File: src/rtl/lcd_pkg.sv
// Shared definitions for the LCD pattern writer.
// Holds the KS0108 command opcodes, frame geometry constants, the
// controller state encoding and the chip-select helper used by the top.
package lcd_pkg;

  localparam int PATTERN_W      = 256;
  localparam int BYTES_PER_PAT  = 32;
  localparam int PATS_PER_FRAME = 32;

  localparam logic [7:0] CMD_DISP_ON    = 8'h3F;
  localparam logic [7:0] CMD_START_LINE = 8'hC0;
  localparam logic [7:0] CMD_PAGE       = 8'hB8;
  localparam logic [7:0] CMD_COL        = 8'h40;

  typedef enum logic [3:0] {
    ST_RST_HOLD  = 4'd0,
    ST_INIT_ON   = 4'd1,
    ST_INIT_LINE = 4'd2,
    ST_IDLE      = 4'd3,
    ST_FRAME     = 4'd4,
    ST_REQ       = 4'd5,
    ST_WAIT      = 4'd6,
    ST_SET_PAGE  = 4'd7,
    ST_SET_COL   = 4'd8,
    ST_DATA      = 4'd9,
    ST_NEXT      = 4'd10,
    ST_DONE      = 4'd11
  } state_t;

  // Chip select {CS2, CS1} for pattern k: bit 2 picks the right-hand chip.
  function automatic logic [1:0] chip_sel(input logic [4:0] k);
    return k[2] ? 2'b10 : 2'b01;
  endfunction

endpackage

File: src/rtl/lcd_write_strobe.sv
// One LCD bus write with fixed strobe timing.
// Ports: start launches a write of {di, cs, data}; the LCD pins are
// registered and held until the next write; LCD_EN is low for EN_HALF
// cycles, high for EN_HALF cycles, then low for one hold cycle in which
// done pulses. A write therefore occupies 2*EN_HALF+1 cycles.
module lcd_write_strobe #(
  parameter int EN_HALF = 4
) (
  input  logic       clk,
  input  logic       reset,
  input  logic       start,
  input  logic       di,
  input  logic [1:0] cs,
  input  logic [7:0] data,
  output logic       done,
  output logic [7:0] lcd_data,
  output logic       lcd_di,
  output logic       lcd_en,
  output logic       lcd_cs1,
  output logic       lcd_cs2
);

  localparam int CNT_W = $clog2(2 * EN_HALF + 1);
  localparam logic [CNT_W-1:0] EN_RISE = CNT_W'(EN_HALF);
  localparam logic [CNT_W-1:0] EN_FALL = CNT_W'(2 * EN_HALF);

  logic [CNT_W-1:0] cnt_r;
  logic [CNT_W-1:0] cnt_inc_s;
  logic             active_r;

  assign cnt_inc_s = cnt_r + CNT_W'(1);

  // Strobe sequencer: latch the bus word on start, then walk EN low/high/hold.
  always_ff @(posedge clk or posedge reset) begin
    if (reset) begin
      cnt_r    <= '0;
      active_r <= 1'b0;
      done     <= 1'b0;
      lcd_data <= 8'h00;
      lcd_di   <= 1'b0;
      lcd_en   <= 1'b0;
      lcd_cs1  <= 1'b0;
      lcd_cs2  <= 1'b0;
    end else if (start && !active_r) begin
      cnt_r    <= '0;
      active_r <= 1'b1;
      done     <= 1'b0;
      lcd_data <= data;
      lcd_di   <= di;
      lcd_en   <= 1'b0;
      lcd_cs1  <= cs[0];
      lcd_cs2  <= cs[1];
    end else if (active_r) begin
      if (cnt_r == EN_FALL) begin
        // hold cycle has just been spent with done high
        active_r <= 1'b0;
        done     <= 1'b0;
      end else begin
        cnt_r  <= cnt_inc_s;
        lcd_en <= (cnt_inc_s >= EN_RISE) && (cnt_inc_s < EN_FALL);
        done   <= (cnt_inc_s == EN_FALL);
      end
    end else begin
      done <= 1'b0;
    end
  end

endmodule

File: src/rtl/lcd_pattern_writer.sv
// Consumer end of the 256-bit tile-pattern interface.
// Resets and initialises a 128x64 two-chip KS0108 LCD, then (while
// enable is high) refreshes whole frames: CLEAR restarts the generator,
// each of 32 patterns is requested with CALLFORPATTERN, latched, and
// written as a page/column command pair plus 32 data bytes.
// Ports: clk/reset, enable, PATTERN in; CLEAR, CALLFORPATTERN, LCD_* pins,
// busy and frame_done out.
module lcd_pattern_writer
  import lcd_pkg::*;
#(
  parameter int EN_HALF  = 4,
  parameter int PAT_WAIT = 2,
  parameter int RST_WAIT = 16
) (
  input  logic                 clk,
  input  logic                 reset,
  input  logic                 enable,
  input  logic [PATTERN_W-1:0] PATTERN,
  output logic                 CLEAR,
  output logic                 CALLFORPATTERN,
  output logic [7:0]           LCD_DATA,
  output logic                 LCD_DI,
  output logic                 LCD_RW,
  output logic                 LCD_EN,
  output logic                 LCD_CS1,
  output logic                 LCD_CS2,
  output logic                 LCD_RST,
  output logic                 busy,
  output logic                 frame_done
);

  localparam int WAIT_MAX = (RST_WAIT > PAT_WAIT) ? RST_WAIT : PAT_WAIT;
  localparam int WAIT_W   = $clog2(WAIT_MAX + 1);
  localparam logic [WAIT_W-1:0] RST_LAST = WAIT_W'(RST_WAIT - 1);
  localparam logic [WAIT_W-1:0] PAT_LAST = WAIT_W'(PAT_WAIT - 1);

  state_t                 state_r;
  state_t                 state_s;
  state_t                 after_s;
  logic [WAIT_W-1:0]      wait_r;
  logic [4:0]             k_r;
  logic [4:0]             byte_r;
  logic [PATTERN_W-1:0]   shadow_r;
  logic                   wr_active_r;
  logic                   write_s;
  logic                   start_s;
  logic                   wr_di_s;
  logic [1:0]             wr_cs_s;
  logic [7:0]             wr_data_s;
  logic                   wr_done_s;
  logic                   clear_r;
  logic                   cfp_r;
  logic                   busy_r;
  logic                   frame_done_r;
  logic                   lcd_rst_r;

  // Next-state decode and bus-write request for the write states.
  always_comb begin
    state_s   = state_r;
    after_s   = state_r;
    write_s   = 1'b0;
    start_s   = 1'b0;
    wr_di_s   = 1'b0;
    wr_cs_s   = chip_sel(k_r);
    wr_data_s = 8'h00;
    case (state_r)
      ST_RST_HOLD: begin
        if (wait_r == RST_LAST) state_s = ST_INIT_ON;
        else                    state_s = ST_RST_HOLD;
      end
      ST_INIT_ON: begin
        write_s   = 1'b1;
        wr_cs_s   = 2'b11;
        wr_data_s = CMD_DISP_ON;
        after_s   = ST_INIT_LINE;
      end
      ST_INIT_LINE: begin
        write_s   = 1'b1;
        wr_cs_s   = 2'b11;
        wr_data_s = CMD_START_LINE;
        after_s   = ST_IDLE;
      end
      ST_IDLE: begin
        if (enable) state_s = ST_FRAME;
        else        state_s = ST_IDLE;
      end
      ST_FRAME: state_s = ST_REQ;
      ST_REQ:   state_s = ST_WAIT;
      ST_WAIT: begin
        if (wait_r == PAT_LAST) state_s = ST_SET_PAGE;
        else                    state_s = ST_WAIT;
      end
      ST_SET_PAGE: begin
        write_s   = 1'b1;
        wr_data_s = CMD_PAGE | {5'b00000, k_r[4:3], k_r[1]};
        after_s   = ST_SET_COL;
      end
      ST_SET_COL: begin
        write_s   = 1'b1;
        wr_data_s = CMD_COL | {2'b00, k_r[0], 5'b00000};
        after_s   = ST_DATA;
      end
      ST_DATA: begin
        write_s   = 1'b1;
        wr_di_s   = 1'b1;
        wr_data_s = shadow_r[PATTERN_W-1 -: 8];
        if (byte_r == 5'(BYTES_PER_PAT - 1)) after_s = ST_NEXT;
        else                                 after_s = ST_DATA;
      end
      ST_NEXT: begin
        if (k_r == 5'(PATS_PER_FRAME - 1)) state_s = ST_DONE;
        else                               state_s = ST_REQ;
      end
      ST_DONE: begin
        if (enable) state_s = ST_FRAME;
        else        state_s = ST_IDLE;
      end
      default: state_s = ST_RST_HOLD;
    endcase
    // Write states launch one strobe, then advance when it reports done.
    if (write_s) begin
      if (!wr_active_r)   start_s = 1'b1;
      else if (wr_done_s) state_s = after_s;
      else                state_s = state_r;
    end else begin
      start_s = 1'b0;
    end
  end

  // Controller state, wait counter, pattern index and write tracking.
  always_ff @(posedge clk or posedge reset) begin
    if (reset) begin
      state_r     <= ST_RST_HOLD;
      wait_r      <= '0;
      k_r         <= 5'd0;
      wr_active_r <= 1'b0;
    end else begin
      state_r <= state_s;
      if (state_s != state_r)                               wait_r <= '0;
      else if (state_r == ST_RST_HOLD || state_r == ST_WAIT) wait_r <= wait_r + WAIT_W'(1);
      else                                                  wait_r <= wait_r;
      if (state_r == ST_FRAME)                                        k_r <= 5'd0;
      else if (state_r == ST_NEXT && k_r != 5'(PATS_PER_FRAME - 1))  k_r <= k_r + 5'd1;
      else                                                            k_r <= k_r;
      if (start_s)        wr_active_r <= 1'b1;
      else if (wr_done_s) wr_active_r <= 1'b0;
      else                wr_active_r <= wr_active_r;
    end
  end

  // Pattern shadow: latched on the last wait cycle, shifted MSB-first per data byte.
  always_ff @(posedge clk or posedge reset) begin
    if (reset) begin
      shadow_r <= '0;
      byte_r   <= 5'd0;
    end else if (state_r == ST_WAIT && wait_r == PAT_LAST) begin
      shadow_r <= PATTERN;
      byte_r   <= 5'd0;
    end else if (state_r == ST_DATA && wr_done_s) begin
      shadow_r <= {shadow_r[PATTERN_W-9:0], 8'h00};
      byte_r   <= byte_r + 5'd1;
    end else begin
      shadow_r <= shadow_r;
      byte_r   <= byte_r;
    end
  end

  // Status and handshake outputs, registered so they align with the state they describe.
  always_ff @(posedge clk or posedge reset) begin
    if (reset) begin
      clear_r      <= 1'b0;
      cfp_r        <= 1'b0;
      busy_r       <= 1'b0;
      frame_done_r <= 1'b0;
      lcd_rst_r    <= 1'b0;
    end else begin
      clear_r      <= (state_s == ST_FRAME);
      cfp_r        <= (state_s == ST_REQ);
      frame_done_r <= (state_s == ST_DONE);
      lcd_rst_r    <= (state_s != ST_RST_HOLD);
      busy_r       <= (state_s == ST_FRAME) || (state_s == ST_REQ) ||
                      (state_s == ST_WAIT) || (state_s == ST_SET_PAGE) ||
                      (state_s == ST_SET_COL) || (state_s == ST_DATA) ||
                      (state_s == ST_NEXT);
    end
  end

  lcd_write_strobe #(.EN_HALF(EN_HALF)) u_strobe (
    .clk      (clk),
    .reset    (reset),
    .start    (start_s),
    .di       (wr_di_s),
    .cs       (wr_cs_s),
    .data     (wr_data_s),
    .done     (wr_done_s),
    .lcd_data (LCD_DATA),
    .lcd_di   (LCD_DI),
    .lcd_en   (LCD_EN),
    .lcd_cs1  (LCD_CS1),
    .lcd_cs2  (LCD_CS2)
  );

  assign CLEAR          = clear_r;
  assign CALLFORPATTERN = cfp_r;
  assign busy           = busy_r;
  assign frame_done     = frame_done_r;
  assign LCD_RST        = lcd_rst_r;
  assign LCD_RW         = 1'b0;

endmodule

File: config.mk
export PLATFORM = sky130hd
export DESIGN_NAME = lcd_pattern_writer
export DESIGN_NICKNAME = d
export VERILOG_FILES = /design/src/rtl/lcd_pkg.sv /design/src/rtl/lcd_write_strobe.sv /design/src/rtl/lcd_pattern_writer.sv
export SDC_FILE = /design/constraint.sdc
export NUM_CORES = 1
export LEC_CHECK = 0
export ABC_AREA = 1
export CORE_UTILIZATION = 30
export DETAILED_ROUTE_END_ITERATION = 10
export REMOVE_ABC_BUFFERS = 1
export SYNTH_ARGS = -nofsm -noshare
export SYNTH_HDL_FRONTEND = slang
export SYNTH_HIERARCHICAL = 1
export SYNTH_SLANG_ARGS = --single-unit
File: constraint.sdc
create_clock -name clk -period 18.27 [get_ports clk]
set_clock_uncertainty 0.2 [all_clocks]
set_input_delay 3.654 -clock clk [delete_from_list [all_inputs] [get_ports clk]]
set_output_delay 3.654 -clock clk [all_outputs]
set_load 0.05 [all_outputs]
* After elaboration in Yosys (flattened, before gate mapping) *
Index checks and enable logic that the tools add are counted.
Widths: inputs -> output; s select.

storage, ports and cells
  flip-flop bits (word level) = 299
  input port bits = 259
  output and inout bits = 18
  logic and storage cells = 116

cells by class
  $add $sub $neg = 4
  $lt $le $gt $ge = 2
  equality and inequality tests = 28
  multiplexer cells = 39
  reductions and logical operators = 24

operator list
  operator             number
  $mux 256             2
  $eq 4x4->1 const B   10
  $pmux 8 s5           1
  $eq 4x3->1 const B   8
  $mux 5               6
  $mux 4               7
  $pmux 4 s7           1
  $pmux 4 s5           1
  $mux 1               17
  $add 5x1->5 const B  3
  $eq 5x5->1 const B   2
  $reduce_bool 2->1    5
  $eq 4x2->1 const B   2
  $logic_or 1x1->1     7
  $mux 2               3
  $eq 5x1->1 const B   1
  $eq 5x4->1 const B   1
  $logic_and 1x1->1    5
  $ne 5x5->1 const B   1
  $reduce_or 5->1      1
  $add 4x1->4 const B  1
  $eq 4x1->1 const B   1
  $ge 4x3->1 const B   1
  $logic_not 4->1      1
  other kinds (8)      9

* Logic depth before layout (Yosys ltp) *
Gate-level depths: netlist of run 1.

  depth in word-level cells = 13
  mapped depth = 15
  mapped depth without buffers = 14

* Hierarchy *
The synthesis of run 1 kept the hierarchy.

modules (own cells, without submodules)
  module              times used  cells each  area each (um^2)  seq. area each (um^2)
  lcd_pattern_writer  1           1,541       12,545.8          7,031.7
  lcd_write_strobe    1           95          825.8             450.4

* Least setup slack after synthesis of run 1 *
OpenSTA, ideal clock, no wires.

  path type = input-to-reg
  start = input enable
  end = register lcd_rst_r, in the netlist LCD_RST
  setup time = 0.119 ns
  arrival time = 4.369 ns
  required time = 17.951 ns
  path slack = 13.582 ns
  stages on the path = 6
  buffers on the path = 0
  path through = inv_1 -> nor3_1 -> o311ai_0 -> nand2_1 -> nor2_1 -> nand2_1

between the ends
  word-level cells in the longest chain between the ends = 5

RTL lines
  item                   line                                                 RTL
  from (decl)            lcd_pattern_writer.sv:17                             input logic enable,
  $mux 3 (*)             lcd_pattern_writer.sv:84, lcd_pattern_writer.sv:115
  $pmux 4 s7 (*)         lcd_pattern_writer.sv:66                             case (state_r)
  $mux 4                 lcd_pattern_writer.sv:122                            if (!wr_active_r) start_s = 1'b1;
  $mux 4 (*)             lcd_pattern_writer.sv:121                            if (write_s) begin
  via state_s[2]         lcd_pattern_writer.sv:38                             state_t state_s;
  $reduce_bool 4->1 (*)  lcd_pattern_writer.sv:180                            lcd_rst_r <= (state_s != ST_RST_HOLD);
  to (signal assigned)   lcd_pattern_writer.sv:180
  to (decl)              lcd_pattern_writer.sv:55                             logic lcd_rst_r;

Mark *: on every way through the listed nets, which the timed path passes. The rest lies on a longest branch.
A chain may end at the register's enable or synchronous reset.

* Worst setup path after layout of run 1 *
  start = register u_strobe.lcd_en
  end = output LCD_EN

RTL lines
  item                    line                      RTL
  from (decl)             lcd_write_strobe.sv:18    output logic lcd_en,
  from (signal assigned)  lcd_write_strobe.sv:60    lcd_en <= (cnt_inc_s >= EN_RISE) && (cnt_inc_s < EN_FALL);
  to (decl)               lcd_pattern_writer.sv:24  output logic LCD_EN,

No word-level cell between the ends.

==> out/results.tsv, run 1 <==
stage	metric	value	unit
outcome	outcome	complete, no violations	
route	Iteration-0 DRC Markers	845	
pwr	Peak VDD IR	0.0000421	V
flow_run	max-cap check violation count	0	
timing	unrepaired setup endpoints after global routing	no	
global_route	first-pass GRT wire length	58.8	mm
final_layout	commonest non-fill, non-tap cells in the layout	798 x nand2_1, 299 x dfrtp_1, 275 x clkdlybuf4s50_1, 246 x nand3_1, 50 x inv_1	
critical_path	r2r worst-path depth	10	
floorplan	die extent in y	213	µm
clock_network	CTS tree	done	
timing	final setup fails	0	
timing	Final TNS setup	0	ns
final_layout	register area	0.00748	mm²
critical_path	worst r2r src	state_r[3]$_DFF_PP0_	
global_route	GRT Util Overall	16.2	%
final_layout	fill count	4524	
pwr	clock network power share	46.3	%
critical_path	crit path launch type	flop	
final_layout	share of cells above drive strength 1	5.02	%
route	WL final	36.4	mm
yosys	Async SR Flop Fraction	100	%
clock_network	H-Tree Depth	2	
floorplan	die area	0.0454	mm²
yosys	synth unique cells	37	
timing	Slew Limit Fails	0	
floorplan	Core ar.	0.0436	mm²
timing	fin crit period	5.56	ns
pwr	Pleak	7.93	nW
timing	Final Hold Vio Count	0	
place	DP Cell Count	2418	
pwr	sequential share of power	46.6	%
critical_path	Critical Path AT	1.71	ns
global_route	largest net degree at the start of global routing	141	
floorplan	Die W	213	µm
route	DR WL/cell	14.7	µm
worst_hold_path	Hold Path Depth	2	
final_layout	Multi-input gate area	0.00523	mm²
critical_path	kind of critical path	reg -> out	
clock_network	Clk Latency, worst-skew pair	0.53	ns
clock_network	quantity of gates resized following cts	0	
floorplan	row count	76	
clock_network	Clock Path Buffers	3	
critical_path	Worst path slowest cell	clkdlybuf4s50_1	
route	drt first pass iters	4	
yosys	EDFF count, synth	0	
timing	fmax	0.180	GHz
critical_path	CP Capture Type	output port	
global_route	Overflow after GRT	0	
yosys	syn_area_per_cell	8.17	µm²
worst_hold_path	min-delay worst type	reg -> reg	
critical_path	R2R Setup Slk	14.59	ns
route	number of remaining DRC errors	0	
worst_hold_path	Hold EP	u_strobe/lcd_data[7]$_DFFE_PP0P_	
clock_network	Setup Buffers After CTS	0	
yosys	cell area after synthesis	0.0134	mm²
critical_path	worst-path cell chain	clkdlybuf4s50_1	
route	Vias/cell	4.66	
final_layout	P&R area growth vs syn	32.1	%
critical_path	Critical Path Max Stage Delay	0.82	ns
critical_path	delay-heaviest family, CP	buffers and inverters	
yosys	YS warnings	6	
clock_network	total clock sinks	299	
route	Detail Route Antenna Nets	0	
pwr	power share of the combinational group	7.0	%
clock_network	CTS root buffer	clkbuf_16	
final_layout	nets	2139	
worst_hold_path	min-delay src	u_strobe/lcd_data[7]$_DFFE_PP0P_	
yosys	Yosys reg bits	299	
global_route	initial antenna violation count	3	
pwr	cell-internal power	1.18	mW
timing	period utilization	30.4	%
yosys	sequential fraction of the synthesis area	56.0	%
critical_path	worst endpoint required time	14.42	ns
place	Final GP Congestion	0.885	
pwr	Net Sw Frac	22.0	%
pwr	pwr dens	85.6	mW/mm²
pwr	Psw	332	µW
route	vias	11500	
floorplan	IO Pins	277	
final_layout	non-filler cells, final	2477	
clock_network	clock transition at the registers of the reported paths	0.06	ns
yosys	cell taking the most area after synthesis	dfrtp_1	
yosys	Yosys top cell area share	56.0	%
final_layout	most common cell after layout, fill and taps aside	nand2_1	
final_layout	ANT cells	0	
clock_network	hold_buf cts	0	
timing	Tightest Pin Transition	1.15	ns
floorplan	Initial Utilization	30.7	%
global_route	number of global-route vias before repair	11500	
yosys	ys flop type	dfrtp_1	
yosys	Syn Inst Count	1636	
critical_path	critical-path maximum fanout	2	
critical_path	worst path bufs/invs	1	
place	hpwl dp	24.1	mm
clock_network	Num CTS Buffers	35	
critical_path	CP Depth	1	
place	IO Port Bufs	275	
yosys	synth top area cells	dfrtp_1 56%, nand2_1 22%, nand3_1 9.2%	
timing	slew margin rel.	23.6	%
critical_path	Critical R2R Capture	shadow_r[76]$_DFFE_PP0P_	
-- worst max path at each step --
stage / endpoint / slack [ns] / startpoint
4_1_cts: shadow_r[143]$_DFFE_PP0P_ / 12.61 / reset
2_1_floorplan: CALLFORPATTERN$_DFF_PP0_ / 6.67 / reset
3_5_place_dp: shadow_r[143]$_DFFE_PP0P_ / 12.03 / reset
5_1_grt: shadow_r[151]$_DFFE_PP0P_ / 12.39 / reset
3_3_place_gp: shadow_r[127]$_DFFE_PP0P_ / 12.08 / reset
6_report: LCD_EN / 12.71 / u_strobe/lcd_en$_DFFE_PP0P_
-- flip-flops by register name, summed over array words and instances (netlist names), 4 cells and up --
register           count
byte_r                 5
k_r                    5
shadow_r             256
state_r                4
u_strobe/cnt_r         4
u_strobe/lcd_data      8
wait_r                 5
-- through the flow --
stage	total power, mW	hold slack [ns]	instance area, µm²	setup slack, ns	util, %
floorplan	0.750	0.252	12900	6.67	-
global placement	0.823	0.259	16500	12.08	37.9
detailed placement	0.824	0.261	16500	12.03	37.9
CTS	1.54	0.274	17700	12.61	40.6
global route	1.57	0.288	17700	12.39	40.6
finish	1.51	0.270	17700	12.71	40.6
-- cells by family after synthesis --
group / after synthesis / synth area share [%]
DFF: 299 / 56.0
and+or+nand+nor: 1101 / 34.1
buffers and inverters: 149 / 4.96
other: 1 / 0.0280
adders and majority gates: 10 / 0.936
xor gates and xnor gates: 3 / 0.197
AOI/OAI and AO/OA: 73 / 3.83
-- power groups by stage --
| stage | logic [mW] | registers [mW] | clock network [mW] |
|---|---|---|---|
| floorplan | 0.0333 | 0.716 | 0 |
| global placement | 0.107 | 0.715 | 0 |
| detailed placement | 0.108 | 0.716 | 0 |
| CTS | 0.109 | 0.705 | 0.726 |
| global route | 0.118 | 0.708 | 0.746 |
| finish | 0.106 | 0.705 | 0.700 |
-- final cells by class --
| class | instances | area share [%] |
|---|---|---|
| multi-input combinational | 1188 | 29.6 |
| clock buffer | 53 | 6.21 |
| sequential | 299 | 42.4 |
| timing repair buffer | 285 | 16.0 |
| inverter | 61 | 1.38 |
| clock inverter | 6 | 0.312 |
| tap | 585 | 4.14 |
-- synthesized netlist by cell type (3+ instances only) --
cell,n
nand2_1,798
dfrtp_1,299
nand3_1,246
buf_2,74
inv_1,51
o211ai_1,31
nor2_1,26
o21ai_0,14
a22o_1,10
ha_1,10
inv_2,10
clkbuf_1,9
a21oi_1,7
nor2_2,6
nand2_2,5
nand4_1,5
nor3_1,4
o221ai_1,4
buf_1,3
nand2_4,3
nand3_2,3
-- metal layers --
layer | up-vias | part of all wire, % | GRT usage, %
met5 | - | 0.11 | 0
met4 | 6 | 2.3 | 5.43
met3 | 65 | 6.0 | 3.28
met2 | 305 | 46 | 25.9
met1 | 5473 | 46 | 21.8
li1 | 5693 | - | -
No activity file was read; power rests on OpenSTA's default activity.
==> run 2, diff against run 1 <==
- clock period: 18.27 -> 5.1 ns (I/O delays scaled with it)
==> run 2 against run 1 <==
Net effect:
- cell count increased by 0.16%
- sequential share of layout area decreased by 0.23 points
- die area unchanged
- final area increased by 0.55%
- non-clock buffer count increased by 3
- utilization increased by 0.22 points
- wire length increased by 1.1%
- flip-flop and latch count unchanged
- critical endpoint is now shadow_r[79]$_DFFE_PP0P_
- largest power group is now the clock network
==> out/results.tsv, run 2 (synthesis gave the netlist of run 1 again) <==
stage	metric	value	unit	change
critical_path	Worst path slowest cell	buf_4		
final_layout	nets	2143		+0.19%
global_route	Overflow after GRT	0		unchanged
critical_path	worst endpoint required time	5.37	ns	-9.05 ns
route	drt first pass iters	5		+1
timing	Slew Limit Fails	0		unchanged
route	number of remaining DRC errors	0		unchanged
route	vias	11700		+1.1%
place	Final GP Congestion	0.898		+1.5%
critical_path	CP Capture Type	flop		
timing	Final Hold Vio Count	0		unchanged
place	IO Port Bufs	275		unchanged
floorplan	Initial Utilization	30.7	%	unchanged
timing	Tightest Pin Transition	0.969	ns	-0.177 ns
global_route	Top Usage Layer GRT	met2		
final_layout	share of cells above drive strength 1	5.33	%	+0.31 points
final_layout	most common cell after layout, fill and taps aside	nand2_1		
route	WL final	36.8	mm	+1.1%
critical_path	critical-path maximum fanout	140		+138
timing	slew margin rel.	35.4	%	+12 points
final_layout	commonest non-fill, non-tap cells in the layout	798 x nand2_1, 299 x dfrtp_1, 275 x clkdlybuf4s50_1, 246 x nand3_1, 50 x inv_1		
place	Placement Setup Slack	2.11	ns	-9.92 ns
global_route	met2 Usage GRT	26.3	%	+0.40 points
critical_path	Critical Path AT	3.28	ns	+1.57 ns
clock_network	CTS root buffer	clkbuf_16		
critical_path	kind of critical path	reg -> reg		
timing	fmax	0.332	GHz	
global_route	first-pass GRT wire length	60.0	mm	+2.1%
floorplan	Die W	213	µm	unchanged
critical_path	worst-path cell chain	inv_1 -> nand2_2 -> nor2_1 -> nand2_1 -> inv_8 -> buf_4 -> nand2_1 -> nand3_1		
clock_network	total clock sinks	299		unchanged
clock_network	Clk Latency, worst-skew pair	0.54	ns	about the same
final_layout	non-filler cells, final	2481		+0.16%
timing	Post-Route Hold Slack	0.276	ns	+0.00562 ns
pwr	pwr dens	310	mW/mm²	+260%
timing	unrepaired setup endpoints after global routing	no		
final_layout	P&R area growth vs syn	32.8	%	
clock_network	Setup Buffers After CTS	0		unchanged
floorplan	die extent in y	213	µm	unchanged
route	Iteration-0 DRC Markers	976		+16%
pwr	Pwr Total	5.50	mW	+260%
clock_network	hold_buf cts	0		unchanged
pwr	Peak VDD IR	0.000158	V	+270%
place	DP Cell Count	2421		+0.12%
final_layout	Top reg by flops	shadow_r		
worst_hold_path	min-delay worst type	reg -> reg		
global_route	initial antenna violation count	3		unchanged
critical_path	Critical Path Max Stage Delay	0.66	ns	-0.16 ns
floorplan	IO Pins	277		unchanged
timing	fin crit period	3.01	ns	
clock_network	Clock Path Buffers	3		unchanged
pwr	Pleak	7.97	nW	+0.53%
final_layout	fin util	40.8	%	+0.22 points
floorplan	row count	76		unchanged
place	hpwl dp	24.1	mm	+0.36%
flow_run	max-cap check violation count	0		unchanged
timing	final setup fails	0		unchanged
floorplan	die area	0.0454	mm²	unchanged
final_layout	max reg flops	256		unchanged
clock_network	H-Tree Depth	2		unchanged
floorplan	Core ar.	0.0436	mm²	unchanged
global_route	number of global-route vias before repair	11500		+0.42%
final_layout	top flop regs	shadow_r (256), u_strobe/lcd_data (8)		
clock_network	CTS tree	done		
global_route	largest net degree at the start of global routing	175		+24%
final_layout	ANT cells	0		unchanged
global_route	GR met1 Demand/Resource	22.3	%	+0.46 points
route	Detail Route Antenna Nets	0		unchanged
clock_network	clock transition at the registers of the reported paths	0.06	ns	about the same
outcome	outcome	complete, no violations		
final_layout	fill count	4442		-1.8%
timing	Final WS setup	2.09	ns	-10.62 ns
timing	period utilization	59.0	%	
global_route	GR Layer Usage met3	4.04	%	+0.76 points
global_route	GRT Util Overall	16.6	%	+0.41 points
route	DR WL/cell	14.8	µm	+0.95%
critical_path	crit path launch type	flop		
clock_network	Num CTS Buffers	36		+2.9%
route	Vias/cell	4.70		+0.95%
clock_network	quantity of gates resized following cts	0		unchanged
critical_path	CP most frequent cell	nand2_1		
-- run 2: cell count changes in the layout (fill, tap and decap cells not counted) --
cell,change
clkinv_2,+3
clkinv_8,+1
bufinv_16,+2
clkinvlp_4,+2
clkinv_4,+1
clkbuf_1,-2
clkbuf_8,-7
clkbuf_16,+1
buf_12,+3
-- run 2: where the power goes --
part	total [mW]	internal [mW]	switching, mW
logic	0.385	0.229	0.156
clock network	2.59	1.56	1.02
registers	2.53	2.47	0.0523
-- run 2: cell type report --
cell class | instances | area, µm² | area share (%)
sequential | 299 | 7480 | 42.1
multi-input combinational | 1188 | 5230 | 29.4
timing repair buffer | 288 | 2890 | 16.3
clock buffer | 45 | 1020 | 5.73
tap | 585 | 732 | 4.12
inverter | 61 | 244 | 1.37
clock inverter | 15 | 170 | 0.958
-- run 2: metal layers --
layer  routed length, µm  share of wire, %  vias up
met1               16600                45     5573
li1                    -                 -     5691
met2               16900                46      341
met3                2500               6.8       60
met5                  44              0.12        -
met4                 771               2.1        6
-- run 2: worst paths after layout --
| check | cells past startpoint | start | slack (ns) | endpoint |
|---|---|---|---|---|
| max in group asynchronous | 3 | reset | 2.93 | shadow_r[81]$_DFFE_PP0P_ |
| worst min register to register | 2 | u_strobe/lcd_data[6]$_DFFE_PP0P_ | 0.28 | u_strobe/lcd_data[6]$_DFFE_PP0P_ |
| min in group asynchronous | 2 | reset | 0.85 | u_strobe/lcd_data[5]$_DFFE_PP0P_ |
| worst min-delay path | 2 | u_strobe/lcd_data[6]$_DFFE_PP0P_ | 0.28 | u_strobe/lcd_data[6]$_DFFE_PP0P_ |
| worst max-delay path | 8 | state_r[3]$_DFF_PP0_ | 2.09 | shadow_r[79]$_DFFE_PP0P_ |
| worst max register to register | 8 | state_r[3]$_DFF_PP0_ | 2.09 | shadow_r[79]$_DFFE_PP0P_ |
-- run 2: critical path: cells and delay by family (launching register included) --
family	cells	cell delay (ns)
DFF	1	0.44
and+or+nand+nor	5	0.76
buffers and inverters	3	1.45
-- run 2: through the flow --
stage                     cell area, µm²  TNS (ns)
after detailed placement           16600         0
final                              17800         0
after global placement             16600         0
after floorplan                    12900  -1160.23
after CTS                          17800         0
after global routing               17800         0
